`config.mk`:
```
export PLATFORM = sky130hd
export DESIGN_NAME = seg7_scan_driver
export DESIGN_NICKNAME = d
export VERILOG_FILES = /design/src/rtl/seg7_scan_driver.sv
export SDC_FILE = /design/constraint.sdc
export NUM_CORES = 1
export LEC_CHECK = 0
export CAP_MARGIN = 20
export CORE_AREA = 2 2 78 80
export CTS_BUF_LIST = sky130_fd_sc_hd__clkbuf_4 sky130_fd_sc_hd__clkbuf_8
export DETAILED_ROUTE_END_ITERATION = 8
export DIE_AREA = 0 0 80 82
export PLACE_DENSITY = 0.7
export SETUP_SLACK_MARGIN = 0.05
export SYNTH_ARGS = -nofsm -noshare
export SYNTH_HDL_FRONTEND = slang
export SYNTH_SLANG_ARGS = --single-unit
```
`constraint.sdc`:
```
create_clock -name clk -period 5.38 [get_ports clk]
set_input_delay 0.807 -clock clk [delete_from_list [all_inputs] [get_ports clk]]
set_output_delay 0.807 -clock clk [all_outputs]
set_load 0.02 [all_outputs]
```
`src/rtl/seg7_scan_driver.sv`:
```
// Multiplexed hex display driver: frame-coherent snapshot, ghost gap, registered outputs.
// Optional LEADING_ZERO_BLANK_EN suppresses leading zero digits above digit 0.
module seg7_scan_driver #(
  parameter int DIGITS    = 4,
  parameter int SCAN_DIV  = 50000,
  parameter int GHOST_CYC = 16
) (
  input  logic                  clk,
  input  logic                  rst,
  input  logic                  en,
  input  logic [4*DIGITS-1:0]   data,
  input  logic [DIGITS-1:0]     dp_in,
  output logic [DIGITS-1:0]     cs,
  output logic                  a,
  output logic                  b,
  output logic                  c,
  output logic                  d,
  output logic                  e,
  output logic                  f,
  output logic                  g,
  output logic                  dp
);

  localparam int IW = (DIGITS > 1) ? $clog2(DIGITS) : 1;
  localparam int PW = (SCAN_DIV > 1) ? $clog2(SCAN_DIV) : 1;
  localparam int GW = (GHOST_CYC > 0) ? $clog2(GHOST_CYC + 1) : 1;

  localparam logic [IW-1:0] IDX_LAST   = IW'(DIGITS - 1);
  localparam logic [PW-1:0] PRESC_LAST = PW'(SCAN_DIV - 1);
  localparam logic [GW-1:0] GHOST_INIT = GW'(GHOST_CYC);

  function automatic logic [6:0] hex_to_seg(input logic [3:0] nib);
    case (nib)
      4'h0: hex_to_seg = 7'h7E;
      4'h1: hex_to_seg = 7'h30;
      4'h2: hex_to_seg = 7'h6D;
      4'h3: hex_to_seg = 7'h79;
      4'h4: hex_to_seg = 7'h33;
      4'h5: hex_to_seg = 7'h5B;
      4'h6: hex_to_seg = 7'h5F;
      4'h7: hex_to_seg = 7'h70;
      4'h8: hex_to_seg = 7'h7F;
      4'h9: hex_to_seg = 7'h7B;
      4'hA: hex_to_seg = 7'h77;
      4'hB: hex_to_seg = 7'h1F;
      4'hC: hex_to_seg = 7'h4E;
      4'hD: hex_to_seg = 7'h3D;
      4'hE: hex_to_seg = 7'h4F;
      default: hex_to_seg = 7'h47;
    endcase
  endfunction

  logic [PW-1:0]         r_presc;
  logic [IW-1:0]         r_idx;
  logic [GW-1:0]         r_ghost;
  logic [4*DIGITS-1:0]   r_snap_data;
  logic [DIGITS-1:0]     r_snap_dp;
  logic [DIGITS-1:0]     r_cs_p1;
  logic [6:0]            r_seg_p1;
  logic                  r_dp_p1;

  logic                  w_tick;
  logic                  w_wrap;
  logic [IW+1:0]         w_nib_base;
  logic [3:0]            w_nib;
  logic                  w_dp_sel;
  logic [DIGITS-1:0]     w_blank;

  assign w_tick     = en && (r_presc == PRESC_LAST);
  assign w_wrap     = w_tick && (r_idx == IDX_LAST);
  assign w_nib_base = {r_idx, 2'b00};
  assign w_nib      = r_snap_data[w_nib_base +: 4];
  assign w_dp_sel   = r_snap_dp[r_idx];

`ifdef LEADING_ZERO_BLANK_EN
  // A digit is blank only while every digit from the top down to it is a bare zero.
  always_comb begin
    logic run;
    run     = 1'b1;
    w_blank = '0;
    for (int i = DIGITS - 1; i > 0; i--) begin
      run        = run && (r_snap_data[4*i +: 4] == 4'h0) && !r_snap_dp[i];
      w_blank[i] = run;
    end
  end
`else
  assign w_blank = '0;
`endif

  always_ff @(posedge clk or negedge rst) begin
    if (!rst) begin
      r_presc     <= '0;
      r_idx       <= '0;
      r_ghost     <= GHOST_INIT;
      r_snap_data <= '0;
      r_snap_dp   <= '0;
      r_cs_p1     <= '1;
      r_seg_p1    <= '0;
      r_dp_p1     <= 1'b0;
    end else begin
      if (en) begin
        if (w_tick) begin
          r_presc <= '0;
          r_idx   <= w_wrap ? '0 : r_idx + IW'(1);
          r_ghost <= GHOST_INIT;
          if (w_wrap) begin
            r_snap_data <= data;
            r_snap_dp   <= dp_in;
          end
        end else begin
          r_presc <= r_presc + PW'(1);
          if (r_ghost != '0) r_ghost <= r_ghost - GW'(1);
        end
      end

      // p1: output stage, one clock behind the scan state
      if (en && (r_ghost == '0)) begin
        r_cs_p1  <= ~(DIGITS'(1) << r_idx);
        r_seg_p1 <= w_blank[r_idx] ? 7'h00 : hex_to_seg(w_nib);
        r_dp_p1  <= w_blank[r_idx] ? 1'b0 : w_dp_sel;
      end else begin
        r_cs_p1  <= '1;
        r_seg_p1 <= '0;
        r_dp_p1  <= 1'b0;
      end
    end
  end

  assign cs              = r_cs_p1;
  assign {a,b,c,d,e,f,g} = r_seg_p1;
  assign dp              = r_dp_p1;

endmodule

```
Yosys cells after proc, flatten, opt, wreduce, memory -nomap -nowiden
Memory sizes are Yosys's and may differ from the RTL's.
Index checks and enable logic that the tools add are counted.
W data, S select, Z words.
Storage, ports and cells
  bits in latches: 0
  logic and storage cells: 40
  input bits: 23
  register bits after elaboration: 55
  memories: 1
  memory bits (read-only): 112
  bits in writable memories: 0
  output and inout port bits: 12
Cells by class
  shift-type cells: 2
  equal/unequal tests: 2
  reduce and logical (&&, ||, !) cells: 9
  mux-type cells: 13
  bitwise logic cells: 1
  add/sub/neg operators: 3
  magnitude comparators: 1
  multiply operators: 0
  div/mod/pow operators: 0
Memory list
  (no name shown): depth 16, width 7, read ports 1, clocked after memory_dff 0, write ports 0, line 33  | case (nib)
Operators with widths (count)
  $add A16 B1 Y16 const B: 1
  $eq A16 B16 Y1 const B: 1
  $mux W16: 1
  $shiftx A16 B5 Y4: 1
  $mux W7: 2
  $mux W5: 2
  $logic_not A5 Y1: 1
  $reduce_bool A5 Y1: 1
  $sub A5 B1 Y5 const B: 1
  $bmux W1 S2: 2
  $mux W1: 4
  $mux W4: 1
  $not A4 Y4: 1
  $reduce_and A2 Y1: 2
  $shl A1 B2 Y4 const A: 1
  $logic_and A1 B1 Y1: 3
  $lt A2 B3 Y1 const B: 1
  $reduce_and A3 Y1: 1
  $add A2 B1 Y2 const B: 1
  $eq A2 B2 Y1 const B: 1
  $mux W2: 1
  $reduce_bool A2 Y1: 1

Longest topological paths before layout
  word-level depth: 4
  mapped depth: 8
  mapped depth without buffers: 6

Worst setup path after synthesis
Ideal clock, no wire load.
  path kind: input port to flip-flop
  start point: in en
  end point: reg r_snap_data[15]
  data required time: 5.255 ns
  path buffers: 2
  setup time: 0.125 ns
  cell stages on the path: 6
  arrival: 1.943 ns
  slack: 3.312 ns
  cell sequence: and4_1 > clkbuf_2 > nand4_2 > or2_4 > buf_6 > mux2_4
On the way
  longest elaborated chain between the ends: 3
Ends and longest elaborated chain
  start: declaration: line 10  | input logic en,
  $logic_and A1 B1 Y1: line 69  | assign w_tick = en && (r_presc == PRESC_LAST);
  $logic_and A1 B1 Y1: line 70  | assign w_wrap = w_tick && (r_idx == IDX_LAST);
  $reduce_and A3 Y1 (no source line) *
  end signal: assignment: line 107  | r_snap_data <= data;
  end: declaration: line 56  | logic [4*DIGITS-1:0] r_snap_data;
Mark *: on every way between the ends. The rest lies on a longest branch, timed or not.
A chain may end at the register's enable or synchronous reset.

Worst setup path in the final report
  start point: in en
  end point: reg r_snap_data[4]
The elaborated chain is that of the path after synthesis.

==> flow_summary.json <==
{
  "crit_path_start_kind": "input pin",
  "rr_endpoint": "r_seg_p1[3]$_DFF_PN0_",
  "io_pins": 35,
  "postSynthAreaPerCell_um2": 12.6,
  "r2r_slack_ns": 3.11,
  "antenna_found_initial": 0,
  "drt_pass1_iterations": 4,
  "hold_buffers": 0,
  "worstSetupPathType": "input pin to flop",
  "post_cts_buffers": 0,
  "endpoint": "r_snap_data[4]$_DFFE_PN0P_",
  "die_w_um": 80,
  "cts_root_buf": "clkbuf_8",
  "dp_cells": 313,
  "cts_resized": 0,
  "fin_cells": 321,
  "gp_congestion": 0.769,
  "clock_latency_ns": 0.29,
  "hold_path_class": "flop to flop",
  "leakagePower_nw": 1.49,
  "clkTransAtPathRegs_ns": 0.09,
  "rows": 28,
  "synth_edf_count": 0,
  "fin_skew_ns": 0.00341,
  "drv_slew": 0,
  "startpoint": "en",
  "power_frac_seq_pct": 56.9,
  "fin_nets": 280,
  "core_area_um2": 5750,
  "final_util_pct": 54.5,
  "routed_wl_mm": 4.24,
  "drive_gt1_share_pct": 19.1,
  "synth.yosys.seq_area_share_pct": 51.4,
  "start_util_pct": 46.8,
  "reg2regPathDepth": 6,
  "syn_nets": 249,
  "async_flop_share_pct": 100,
  "grt_use_total_pct": 14.4,
  "finalHoldViolCount": 0,
  "fin_crit_sh_pct": 50.1,
  "grt_overflow": 0,
  "grt_pass1_wl_mm": 7.38,
  "dieArea_um2": 6560,
  "crit_arrival_ns": 2.88,
  "ant_nets": 0,
  "switchingPower_mw": 0.246,
  "status": "finished, final reports clean",
  "grt_pass1_vias": 1616,
  "syn_area_um2": 2690,
  "numCtsBuffers": 5,
  "power.share.switching_pct": 27.6,
  "first_iter_violations": 67,
  "vdd_ir_drop_max_mv": 0.149,
  "port_buffers": 34,
  "area_growth_pct": 16.5,
  "crit_path_end_kind": "flop",
  "ys_seq_elements": 55,
  "die_h_um": 82,
  "drv_cap": 0,
  "avgViaCountPerCell": 5.18,
  "clk_path_buf_depth": 2,
  "finalSetupViolCount": 0,
  "rsz0062_at_grt": "no",
  "total_power_mw": 0.889,
  "cp_max_fo": 20,
  "reg2reg_from": "r_idx[0]$_DFFE_PN0P_",
  "whs_ns": 0.502,
  "cts.sinks": 55,
  "clkPwrFrac_pct": 24.0,
  "required_ns": 5.57,
  "slew_headroom_pct": 55.8,
  "p_per_area_nw_per_um2": 284,
  "min_period_ns": 2.69,
  "p_int_mw": 0.643,
  "cts_tree": "built",
  "ys.flop_type": "dfrtp_1",
  "drc": 0,
  "dpl.hpwl_mm": 3.04,
  "max_freq_ghz": 0.371,
  "grt_max_degree": 56,
  "antenna_cells": 0,
  "via_count": 1664,
  "yosysWarnings": 0,
  "p_comb_share_pct": 19.2,
  "worst_pin_slew_ns": 0.663,
  "wl_per_cell_um": 13.2,
  "synth_cell_types": 48,
  "setup-tns-final_ns": 0,
  "netlist_instances": 214,
  "htreeDepth": 2
}
Yosys cell counts, types with 2 or more instances:
cell	n	area share, %
nand2_1	14	2.0
o221a_2	2	0.84
dfrtp_1	50	47
nand3_1	4	0.74
mux2_2	19	8.0
a221oi_1	3	0.98
mux4_1	4	3.9
xnor2_1	6	2.0
o21ai_0	8	1.5
nor4b_2	2	1.1
and3_1	4	0.93
a21oi_1	2	0.37
dfstp_2	5	4.9
inv_1	10	1.4
mux2_4	2	1.1
buf_6	4	1.7
nand4_1	4	0.93
mux2i_1	2	0.74
xor2_1	7	2.3
nand2b_1	3	0.70
and4_1	2	0.65
clkbuf_1	3	0.42
nor2_1	12	1.7
buf_2	3	0.56
and2_1	2	0.47
mux4_2	2	1.7
ha_1	12	5.6
nor3_1	3	0.56
sequential cells by signal, indices dropped and copies added (netlist names):
register / count
cs: 4
r_ghost: 5
r_snap_dp: 4
r_idx: 2
r_seg_p1: 7
r_snap_data: 16
dp: 1
r_presc: 16
per-stage QoR:
| step | cell area (µm²) | setup slack (ns) |
|---|---|---|
| floorplan | 2690 | 3.31 |
| global placement | 3050 | 2.44 |
| detailed placement | 3050 | 2.40 |
| CTS | 3130 | 2.70 |
| global route | 3130 | 2.54 |
| finish | 3130 | 2.69 |
worst max-delay path, cell delays in order:
cell and delay, ns:
clkdlybuf4s50_1 0.72, and4_1 0.41, nand4_2 0.21, or2_4 0.40
mux2_4 0.32
cell usage in the layout, fill, tap and decap left out, types with 2 or more instances in the layout:
cell / count
nand3_1: 4
inv_1: 10
a221oi_1: 3
mux2i_1: 2
ha_1: 12
a21oi_1: 2
o221a_2: 2
clkinv_2: 3
dfrtp_1: 50
and4_1: 2
o21ai_0: 8
nand2b_1: 3
mux2_2: 19
and3_1: 4
nor2_1: 12
nor3_1: 3
and2_1: 2
mux4_2: 2
xor2_1: 7
clkdlybuf4s50_1: 33
dfstp_2: 5
xnor2_1: 6
nand4_1: 4
nand2_1: 14
mux2_4: 2
clkbuf_8: 5
mux4_1: 4
nor4b_2: 2
layer usage:
| layer | track usage (%) | part of all wire [%] | wire length, µm | vias to the layer above |
|---|---|---|---|---|
| li1 | - | - | - | 816 |
| met2 | 24.3 | 48 | 2040 | 26 |
| met4 | 4.58 | 1.1 | 48 | 0 |
| met3 | 2.64 | 2.6 | 111 | 4 |
| met5 | 0 | 0 | 0 | - |
| met1 | 19.1 | 48 | 2040 | 818 |
power by group through the flow:
stage | clock network [mW] | logic [mW] | registers, mW
floorplan | 0 | 0.104 | 0.513
global placement | 0 | 0.169 | 0.513
detailed placement | 0 | 0.172 | 0.513
CTS | 0.223 | 0.174 | 0.506
global route | 0.239 | 0.194 | 0.512
finish | 0.213 | 0.171 | 0.506
area by class of cell:
type / instances / area [µm²]
multi-input combinational: 138 / 1190
sequential: 55 / 1380
fill: 516 / 2610
tap: 75 / 93.8
clock buffer: 5 / 68.8
inverter: 10 / 37.5
clock inverter: 3 / 15.0
timing repair buffer: 35 / 343
kinds of logic after synthesis:
logic type,after synthesis,share of synthesized area [%]
xor+xnor,13,4.23
simple gates,61,13.1
flops,55,51.4
buf+inv,21,4.23
fa+ha+maj,12,5.58
mux,29,15.4
compound gates,23,6.05
worst min path at each step:
stage | cells after the start | slack, ns | to | from
finish | 1 | 0.50 | r_ghost[0]$_DFFE_PN0P_ | r_ghost[0]$_DFFE_PN0P_
global route | 1 | 0.52 | r_snap_data[5]$_DFFE_PN0P_ | r_snap_data[5]$_DFFE_PN0P_
CTS | 2 | 0.51 | r_ghost[4]$_DFFE_PN1P_ | r_ghost[4]$_DFFE_PN1P_
detailed placement | 1 | 0.49 | r_presc[2]$_DFFE_PN0P_ | r_presc[2]$_DFFE_PN0P_
global placement | 1 | 0.48 | r_snap_data[5]$_DFFE_PN0P_ | r_snap_data[5]$_DFFE_PN0P_
floorplan | 2 | 0.46 | r_ghost[4]$_DFFE_PN1P_ | r_ghost[4]$_DFFE_PN1P_
Power figures use the tool's default switching activity.
